<file path="src/rtl/topview_line_reader_if.sv">
// Output segment stream from the topview line reader to the path planner.
// The producer owns valid and the segment fields; the consumer owns ready.
interface topview_line_reader_if #(
    parameter int V_W    = 8,
    parameter int H_W    = 9,
    parameter int ADDR_W = 12
);
    logic              m_valid;
    logic              m_ready;
    logic [V_W-1:0]    m_start_v;
    logic [H_W-1:0]    m_start_h;
    logic [V_W-1:0]    m_end_v;
    logic [H_W-1:0]    m_end_h;
    logic              m_seg_valid;
    logic [ADDR_W-1:0] m_index;

    modport master (
        output m_valid, m_start_v, m_start_h, m_end_v, m_end_h, m_seg_valid, m_index,
        input  m_ready
    );

    modport slave (
        input  m_valid, m_start_v, m_start_h, m_end_v, m_end_h, m_seg_valid, m_index,
        output m_ready
    );
endinterface

</file>
<file path="src/rtl/topview_line_reader.sv">
// Drains the topview segment BRAM once per frame into a 2-entry output buffer,
// issuing reads only when the buffer has room for the data they will return.
//
// state | meaning
// IDLE  | waiting for a rising edge of tv_ready
// READ  | issuing BRAM reads while credit allows
// DRAIN | no more reads; wait for in-flight data and buffer to empty
module topview_line_reader #(
    parameter int OUT_HEIGHT   = 240,
    parameter int OUT_WIDTH    = 320,
    parameter int ADDR_W       = 12,
    parameter bit SKIP_INVALID = 1'b1,
    localparam int V_W = $clog2(OUT_HEIGHT),
    localparam int H_W = $clog2(OUT_WIDTH)
) (
    input  logic              clk,
    input  logic              rst,
    input  logic              tv_ready,
    input  logic [ADDR_W-1:0] tv_line_num,
    output logic [ADDR_W-1:0] tv_raddr,
    input  logic [V_W-1:0]    tv_start_v,
    input  logic [V_W-1:0]    tv_end_v,
    input  logic [H_W-1:0]    tv_start_h,
    input  logic [H_W-1:0]    tv_end_h,
    input  logic              tv_valid,
    topview_line_reader_if.master m,
    output logic              busy,
    output logic              frame_done,
    output logic              frame_abort,
    output logic [ADDR_W-1:0] lines_out
);
    typedef enum logic [1:0] {IDLE, READ, DRAIN} state_t;

    typedef struct packed {
        logic [ADDR_W-1:0] idx;
        logic [V_W-1:0]    sv;
        logic [H_W-1:0]    sh;
        logic [V_W-1:0]    ev;
        logic [H_W-1:0]    eh;
        logic              segv;
    } entry_t;

    localparam logic [ADDR_W-1:0] ONE = {{(ADDR_W-1){1'b0}}, 1'b1};

    state_t            state_q, state_d;
    logic              tv_ready_q;
    logic [ADDR_W-1:0] count_q, rd_addr_q, infl_addr_q, acc_q, lines_q;
    logic              inflight_q, abort_q, done_q, abort_p_q;
    entry_t            head_q, tail_q, push_e;
    logic              head_v_q, tail_v_q;
    logic              rise, fall, pop, push, issue, frame_end;
    logic [1:0]        occ;
    logic [2:0]        credit;

    assign rise   = tv_ready & ~tv_ready_q;
    assign fall   = ~tv_ready & tv_ready_q;
    assign pop    = head_v_q & m.m_ready;
    assign push   = inflight_q & (tv_valid | ~SKIP_INVALID);
    assign push_e = '{idx: infl_addr_q, sv: tv_start_v, sh: tv_start_h,
                      ev: tv_end_v, eh: tv_end_h, segv: tv_valid};
    assign occ    = {1'b0, head_v_q} + {1'b0, tail_v_q};
    // Slots that will be occupied after this cycle, before any new issue.
    assign credit = {1'b0, occ} + {2'b00, inflight_q} - {2'b00, pop};

    always_ff @(posedge clk or posedge rst) begin
        if (rst) state_q <= IDLE;
        else     state_q <= state_d;
    end

    always_comb begin
        state_d   = state_q;
        issue     = 1'b0;
        frame_end = 1'b0;
        case (state_q)
            IDLE: begin
                if (rise) state_d = (tv_line_num == '0) ? DRAIN : READ;
            end
            READ: begin
                if (fall) begin
                    state_d = DRAIN;
                end else if (rd_addr_q < count_q) begin
                    if (credit < 3'd2) issue = 1'b1;
                end else begin
                    state_d = DRAIN;
                end
            end
            DRAIN: begin
                if (!inflight_q && occ == 2'd0) begin
                    frame_end = 1'b1;
                    state_d   = IDLE;
                end
            end
            default: state_d = IDLE;
        endcase
    end

    always_ff @(posedge clk or posedge rst) begin
        if (rst) begin
            tv_ready_q  <= 1'b0;
            count_q     <= '0;
            rd_addr_q   <= '0;
            infl_addr_q <= '0;
            inflight_q  <= 1'b0;
            acc_q       <= '0;
            abort_q     <= 1'b0;
            done_q      <= 1'b0;
            abort_p_q   <= 1'b0;
            lines_q     <= '0;
        end else begin
            tv_ready_q <= tv_ready;
            inflight_q <= issue;
            if (issue) infl_addr_q <= rd_addr_q;
            if (state_q == IDLE && rise) begin
                count_q   <= tv_line_num;
                rd_addr_q <= '0;
                acc_q     <= '0;
                abort_q   <= 1'b0;
            end else begin
                if (issue) rd_addr_q <= rd_addr_q + ONE;
                if (pop)   acc_q     <= acc_q + ONE;
                if (state_q == READ && fall) abort_q <= 1'b1;
            end
            done_q    <= frame_end & ~abort_q;
            abort_p_q <= frame_end & abort_q;
            if (frame_end) lines_q <= acc_q;
        end
    end

    // Head register drives the outputs directly; tail only holds overflow from the head.
    always_ff @(posedge clk or posedge rst) begin
        if (rst) begin
            head_q   <= '0;
            tail_q   <= '0;
            head_v_q <= 1'b0;
            tail_v_q <= 1'b0;
        end else if (pop) begin
            if (tail_v_q) begin
                head_q   <= tail_q;
                tail_v_q <= push;
                if (push) tail_q <= push_e;
            end else begin
                head_v_q <= push;
                if (push) head_q <= push_e;
            end
        end else if (push) begin
            if (!head_v_q) begin
                head_v_q <= 1'b1;
                head_q   <= push_e;
            end else begin
                tail_v_q <= 1'b1;
                tail_q   <= push_e;
            end
        end
    end

    a_no_overflow: assert property (@(posedge clk) disable iff (rst)
        !(push && !pop && head_v_q && tail_v_q));

    assign tv_raddr      = rd_addr_q;
    assign busy          = (state_q != IDLE);
    assign frame_done    = done_q;
    assign frame_abort   = abort_p_q;
    assign lines_out     = lines_q;
    assign m.m_valid     = head_v_q;
    assign m.m_index     = head_q.idx;
    assign m.m_start_v   = head_q.sv;
    assign m.m_start_h   = head_q.sh;
    assign m.m_end_v     = head_q.ev;
    assign m.m_end_h     = head_q.eh;
    assign m.m_seg_valid = head_q.segv;
endmodule

</file>
<file path="src/flat_wrapper.sv">
// flat-port wrapper written by rule: the top's interface ports become plain ports
module topview_line_reader_flat 
#(
    parameter int OUT_HEIGHT   = 240,
    parameter int OUT_WIDTH    = 320,
    parameter int ADDR_W       = 12,
    parameter bit SKIP_INVALID = 1'b1,
    localparam int V_W = $clog2(OUT_HEIGHT),
    localparam int H_W = $clog2(OUT_WIDTH)
)
  (clk, rst, tv_ready, tv_line_num, tv_raddr, tv_start_v, tv_end_v, tv_start_h, tv_end_h, tv_valid, busy, frame_done, frame_abort, lines_out, m_m_valid, m_m_start_v, m_m_start_h, m_m_end_v, m_m_end_h, m_m_seg_valid, m_m_index, m_m_ready);
  topview_line_reader_if #(.V_W((8)), .H_W((9)), .ADDR_W(ADDR_W)) m_i ();
  input  logic clk;
  input  logic rst;
  input  logic tv_ready;
  input  logic [ADDR_W-1:0] tv_line_num;
  output logic [ADDR_W-1:0] tv_raddr;
  input  logic [V_W-1:0] tv_start_v;
  input  logic [V_W-1:0] tv_end_v;
  input  logic [H_W-1:0] tv_start_h;
  input  logic [H_W-1:0] tv_end_h;
  input  logic tv_valid;
  output logic busy;
  output logic frame_done;
  output logic frame_abort;
  output logic [ADDR_W-1:0] lines_out;
  output wire logic [$bits(m_i.m_valid)-1:0] m_m_valid;
  output wire logic [$bits(m_i.m_start_v)-1:0] m_m_start_v;
  output wire logic [$bits(m_i.m_start_h)-1:0] m_m_start_h;
  output wire logic [$bits(m_i.m_end_v)-1:0] m_m_end_v;
  output wire logic [$bits(m_i.m_end_h)-1:0] m_m_end_h;
  output wire logic [$bits(m_i.m_seg_valid)-1:0] m_m_seg_valid;
  output wire logic [$bits(m_i.m_index)-1:0] m_m_index;
  input wire logic [$bits(m_i.m_ready)-1:0] m_m_ready;
  assign m_m_valid = m_i.m_valid;
  assign m_m_start_v = m_i.m_start_v;
  assign m_m_start_h = m_i.m_start_h;
  assign m_m_end_v = m_i.m_end_v;
  assign m_m_end_h = m_i.m_end_h;
  assign m_m_seg_valid = m_i.m_seg_valid;
  assign m_m_index = m_i.m_index;
  assign m_i.m_ready = m_m_ready;
  topview_line_reader #(.OUT_HEIGHT(OUT_HEIGHT), .OUT_WIDTH(OUT_WIDTH), .ADDR_W(ADDR_W), .SKIP_INVALID(SKIP_INVALID)) u_core (.clk(clk), .rst(rst), .tv_ready(tv_ready), .tv_line_num(tv_line_num), .tv_raddr(tv_raddr), .tv_start_v(tv_start_v), .tv_end_v(tv_end_v), .tv_start_h(tv_start_h), .tv_end_h(tv_end_h), .tv_valid(tv_valid), .m(m_i), .busy(busy), .frame_done(frame_done), .frame_abort(frame_abort), .lines_out(lines_out));
endmodule
</file>
<file path="config.mk">
export PLATFORM = sky130hd
export DESIGN_NAME = topview_line_reader_flat
export DESIGN_NICKNAME = d
export VERILOG_FILES = /design/src/rtl/topview_line_reader_if.sv /design/src/rtl/topview_line_reader.sv /design/src/flat_wrapper.sv
export SDC_FILE = /design/constraint.sdc
export NUM_CORES = 1
export LEC_CHECK = 0
export CORE_UTILIZATION = 45
export CTS_BUF_LIST = sky130_fd_sc_hd__clkbuf_16
export CTS_CLUSTER_DIAMETER = 120
export CTS_CLUSTER_SIZE = 16
export DETAILED_ROUTE_END_ITERATION = 12
export DONT_BUFFER_PORTS = 1
export PLACE_DENSITY = 0.73
export RECOVER_POWER = 25
export SYNTH_ARGS = -nofsm -noshare
export SYNTH_HDL_FRONTEND = slang
export SYNTH_SLANG_ARGS = --single-unit
</file>
<file path="constraint.sdc">
create_clock -name clk -period 5.1 [get_ports clk]
set_clock_uncertainty 0.05 [all_clocks]
set_input_delay 0.765 -clock clk [delete_from_list [all_inputs] [get_ports clk]]
set_output_delay 0.765 -clock clk [all_outputs]
set_load 0.05 [all_outputs]
</file>
After elaboration in Yosys (flattened, before gate mapping)
Index checks and enable logic that the tools add are counted.
{"block": "totals", "ram_bits": 0, "word_cells": 103, "n_memories": 0, "rom_bits": 0, "ff_bits": 163, "latch_bits": 0}
{"block": "op_classes", "n_div": 0, "mul": 0, "n_addsub": 5, "n_bitwise": 9, "magnitude_cmp": 2, "mux": 34, "n_reduce_logical": 19, "eq_ne": 9, "shifts": 0}
{"cell": "47-bit two-way mux", "n": 9}
{"cell": "12-bit two-way mux", "n": 4}
{"cell": "12-bit by 1-bit adder with 12-bit output (second input constant)", "n": 2}
{"cell": "1-bit two-way mux", "n": 15}
{"cell": "2-bit nonzero test", "n": 7}
{"cell": "12-bit zero test", "n": 1}
{"cell": "12-bit less-than comparator", "n": 1}
{"cell": "2-bit two-way mux", "n": 5}
{"cell": "1-bit AND", "n": 6}
{"cell": "2-bit by 1-bit inequality test with 1-bit output (second input constant)", "n": 3}
{"cell": "2-bit inequality test (second input constant)", "n": 3}
{"cell": "2-bit case mux with 3 select lines", "n": 1}
{"cell": "3-bit AND reduction", "n": 2}
{"cell": "2-bit zero test", "n": 2}
{"cell": "2-bit AND reduction", "n": 2}
{"cell": "4-bit AND reduction", "n": 1}
{"cell": "2-bit by 1-bit adder with 3-bit output", "n": 1}
{"cell": "1-bit logical AND", "n": 3}
{"cell": "3-bit by 2-bit less-than comparator with 1-bit output (second input constant)", "n": 1}
{"cell": "3-bit by 2-bit inequality test with 1-bit output (second input constant)", "n": 1}
{"cell": "1-bit inverter", "n": 3}
{"cell": "3-bit by 1-bit subtractor with 3-bit output", "n": 1}
{"cell": "1-bit by 1-bit adder with 2-bit output", "n": 1}
{"cell": "2-bit by 1-bit == test with 1-bit output (second input constant)", "n": 1}
{"cell": "2 further kinds", "n": 2}

Logic depth before layout (Yosys ltp)
{"block": "depth", "depth_word": 10, "ltp_mapped": 12, "ltp_nobuf": 10}

Worst setup path after synthesis
No wires, ideal clock.
{"block": "synth_timing", "kind": "reg2reg", "startpoint": "register u_core.head_v_q, in the netlist u_core.m.m_valid", "endpoint": "register u_core.rd_addr_q[6], in the netlist u_core.tv_raddr[6]", "t_required_ps": 4914, "period_less_slack_ps": 2772, "stages_incl_launch_ff": 13, "path_buffers": 2, "path_slack_ps": 2328, "arrival_ps": 2586, "path_cell_list": "dfrtp_1 -> inv_1 -> ha_1 -> o21ai_0 -> fa_1 -> xnor2_1 -> nand2_1 -> a21oi_1 -> nand3_1 -> buf_4 -> buf_4 -> o31ai_1 -> a21oi_1"}
{"block": "synth_between", "elab_chain_len": 9, "elab_cells_between_ends": 10}
{"element": "start, declared", "line": "topview_line_reader.sv:50", "text": "logic head_v_q, tail_v_q;"}
{"element": "start signal, assigned", "line": "topview_line_reader.sv:142", "text": "head_v_q <= push;"}
{"element": "1-bit by 1-bit adder with 2-bit output", "line": "topview_line_reader.sv:61", "text": "assign occ = {1'b0, head_v_q} + {1'b0, tail_v_q};"}
{"element": "2-bit by 1-bit adder with 3-bit output", "line": "topview_line_reader.sv:63", "text": "assign credit = {1'b0, occ} + {2'b00, inflight_q} - {2'b00, pop};"}
{"element": "3-bit by 1-bit subtractor with 3-bit output (*)", "line": "topview_line_reader.sv:63"}
{"element": "3-bit by 2-bit less-than comparator with 1-bit output (*)", "line": "topview_line_reader.sv:82", "text": "if (credit < 3'd2) issue = 1'b1;"}
{"element": "1-bit two-way mux (*)", "line": "topview_line_reader.sv:82"}
{"element": "1-bit two-way mux (*)", "line": "topview_line_reader.sv:81", "text": "end else if (rd_addr_q < count_q) begin"}
{"element": "1-bit two-way mux (*)", "line": "topview_line_reader.sv:79", "text": "if (fall) begin"}
{"element": "1-bit two-way mux (*)", "line": "topview_line_reader.sv:74", "text": "case (state_q)"}
{"element": "2-bit nonzero test (no source line) (*)"}
{"element": "end signal, assigned", "line": "topview_line_reader.sv:119", "text": "if (issue) rd_addr_q <= rd_addr_q + ONE;"}
{"element": "end, declared", "line": "topview_line_reader.sv:47", "text": "logic [ADDR_W-1:0] count_q, rd_addr_q, infl_addr_q, acc_q, lines_q;"}
Every way passes the cells marked *; elsewhere a longest branch is shown, timed or not.
A chain may end at the register's enable or synchronous reset.

Worst setup path after layout
Same ends and word-level chain as after synthesis.

==> impl_metrics.csv <==
group,metric,value,unit
sta,rsz0062_at_grt,"no",
clock_tree,htree_levels,4,
die,die_area,0.0163,sq mm
synth,syn-num-nets,680,
clock_tree,cts_tree,"built",
setup_path,r2r_setup_slack,1.89,ns
setup_path,crit_family,"adder cells",
layout,stdcell_count,831,
die,die_w,128,um
setup_path,crit_type,"flop to flop",
clock_tree,ctsHoldBuffers,0,
placed_design,port_buffers,0,
setup_path,cp_slowest_stage_delay,0.70,ns
sta,worstMarginPinSlew,2.17,ns
sta,fin_ws,1.89,ns
setup_path,cp.depth,11,
drt,routed_wl,13.8,mm
drt,first_iter_violations,229,
die,ioPinCount,126,
setup_path,timing.critical_path.mode_cell,"a21oi_1",
grt,grt_overflow,0,
layout,postLayoutCoreUtil,51.5,%
power_and_ir_drop,powerDensity,569,mW/mm^2
synth,postSynthCellCount,613,
run_status,outcome,"finished, violations left",
grt,first_global_vias,4625,
synth,syn_area_per_cell,11.6,sq um
clock_tree,cts_setup_buffers,0,
clock_tree,clock_latency,0.42,ns
setup_path,worstReg2RegStart,"u_core.m.m_valid$_DFFE_PP0P_",
grt,grt_start_max_net_pins,94,
setup_path,cp.required,5.39,ns
drt,drt-pass1-iter-count,4,
power_and_ir_drop,ir_worst_vdd,0.000238,V
grt,grt_pass1_wl,22.9,mm
clock_tree,cts.sinks,163,
synth,yosysWarnings,0,
setup_path,cp_max_fo,30,
clock_tree,cts_root_buf,"clkbuf_16",
die,chipHeight,128,um
run_status,violations,"capacitance limit, slew limit",
grt,antenna_found_initial,0,
clock_tree,cts_resized,0,
layout,syn2layout_area_growth,11.0,%
placed_design,place_inst,800,
sta,period_needed,3.21,ns
placed_design,dpl.hpwl,9.42,mm
die,num_rows,45,
synth,ys_seq_area_share,57.4,%
die,start_util,46.4,%
sta,tns,0,ns
setup_path,ff2ff_path_depth,11,
flow_run,max_cap_violations,1,
synth,synth-seq-cells,163,
drt,antenna_left,0,
setup_path,cp-start-kind,"flop",
setup_path,r2r_end,"u_core.tv_raddr[6]$_DFFE_PP0P_",
placed_design,place_congestion,0.827,
sta,setup_violations,0,
sta,post-route-period-util,62.9,%
layout,nets,675,
setup_path,endpoint,"u_core.tv_raddr[6]$_DFFE_PP0P_",
setup_path,worstPathBufferInverterCount,2,
drt,vias,4503,
sta,hold_viol,0,
drt,drc_errors,0,
drt,vias_per_cell,5.42,
hold_path,hold_class,"input port to flop",
clock_tree,clockBufferDepth,2,
power_and_ir_drop,p_leak,4.02,nW
sta,slew_headroom,-45.6,%
drt,routedWlPerCell,16.6,um
synth,ys_types,35,
setup_path,cp-startpoint,"u_core.m.m_valid$_DFFE_PP0P_",
clock_tree,clk_pin_slew,0.06,ns
synth,synth_area,0.00711,sq mm
setup_path,crit_path_end_kind,"flop",
layout,insertedDiodeCount,0,
clock_tree,numCtsBuffers,17,
placed_design,dp_slack,1.90,ns
setup_path,crit_arrival,3.50,ns
grt,track_usage,18.1,%
sta,fmax,312,MHz
layout,layout-drive-gt1-share,18.1,%
setup_path,crit_path_top_delay_cell,"dfrtp_1",
sta,drv_slew,50,
die,core,0.0153,sq mm
setup_path,path_cells,"inv_1 > ha_1 > o21ai_0 > fa_1 > xnor2_1 > nand2_1 > a21oi_1 > nand3_1 > buf_4 > or4_1 > a21oi_1",
## placed cells by master (no fill, tap or decap), drive strengths merged, types with 9 or more instances in the layout
cell type	synthesis	layout
inv	20	22
ha	15	15
o21ai	74	74
nand2	85	85
nand3	10	10
clkbuf	17	17
mux2	69	69
nor2	19	19
dfrtp	163	163
mux2i	48	48
xor2	9	9
a21oi	14	14
## state kept, by name, indices dropped and copies added (netlist names), 2 cells and up
signal              flops
u_core.m.m_index       12
u_core.m.m_start_v      8
u_core.tail_q          47
u_core.m.m_end_h        9
u_core.lines_out       12
u_core.state_q          2
u_core.count_q         12
u_core.infl_addr_q     12
u_core.m.m_start_h      9
u_core.m.m_end_v        8
u_core.tv_raddr        12
u_core.acc_q           12
## how the worst min path moves through the flow
stage / cells past startpoint / slack [ns] / from / end
floorplan: 1 / 0.38 / u_core.abort_q$_DFFE_PP0P_ / u_core.frame_done$_DFF_PP0_
global placement: 1 / 0.40 / u_core.tail_q[0]$_DFFE_PP0P_ / u_core.tail_q[0]$_DFFE_PP0P_
detailed placement: 1 / 0.40 / u_core.tail_q[0]$_DFFE_PP0P_ / u_core.tail_q[0]$_DFFE_PP0P_
CTS: 0 / 0.30 / tv_ready / u_core.tv_ready_q$_DFF_PP0_
global route: 0 / 0.29 / tv_ready / u_core.tv_ready_q$_DFF_PP0_
finish: 0 / 0.32 / tv_ready / u_core.tv_ready_q$_DFF_PP0_
## synthesized netlist by cell type
cell      count  area [sq um]
mux2_2       69           777
o21ai_0      74           370
or4_1         3          22.5
fa_1          1          20.0
nor4_1        5          31.3
a311oi_2      1          15.0
a31o_2        1          8.76
nand3_1      10          50.1
xor2_1        9          78.8
o211ai_1      1          7.51
o211a_1       1          10.0
and4_1        3          26.3
nand4_1       8          50.1
nor2b_1       1          6.26
nor2_1       19          71.3
xnor2_1       2          17.5
clkbuf_1     17          63.8
nand2_1      85           319
or2_2         3          18.8
o41ai_1       1          8.76
mux2i_1      48           480
a21o_1        1          7.51
a21oi_1      14          70.1
buf_4         2          15.0
nand2b_1      5          31.3
o31ai_1       4          30.0
and2_1        4          25.0
a21o_2        1          8.76
inv_1        20          75.1
or3_1         6          37.5
nor3b_1       2          15.0
dfrtp_1     163          4080
and3_1        3          18.8
ha_1         15           188
buf_2        11          55.1
## metal layers
metal / share of wire (%) / up-vias / GRT usage, %
met3: 8.3 / 19 / 6.93
met1: 44 / 2220 / 23.1
met4: 1.4 / 0 / 6.92
met2: 46 / 136 / 28.1
li1: - / 2128 / -
met5: 0 / - / 0
## stage by stage
stage | power [W] | hold slack [ns] | cell area [sq um]
after CTS | 0.00454 | 0.297 | 7900
after floorplan | 0.00304 | 0.377 | 7110
after global routing | 0.00475 | 0.293 | 7890
after detailed placement | 0.00326 | 0.405 | 7310
final | 0.00449 | 0.321 | 7890
after global placement | 0.00320 | 0.400 | 7310
## cell families after synthesis
kind of cell,share of synthesized area [%]
multiplexers,17.7
flip-flops,57.4
AO/OA/AOI/OAI,7.55
buffers and inverters,2.94
AND/OR/NAND/NOR,10.2
XOR/XNOR,1.36
adder cells (fa/ha/maj),2.92
## area by class of cell
cell class,count,area (sq um)
fillers,1344,7420
repair buffers,6,45.0
inverters,20,76.3
clock buffers,17,425
flip-flops and latches,163,4080
well taps,211,264
multi-input cells,400,2840
clock inverters,14,163
## power by group
part | switching (W) | leakage, nW | internal [W]
Sequential | 0.000781 | 2.16 | 0.00162
Combinational | 0.000485 | 1.57 | 0.000331
Clock | 0.000509 | 0.290 | 0.000765
Total | 0.00178 | 4.02 | 0.00271
No activity file was read; power rests on OpenSTA's default activity.
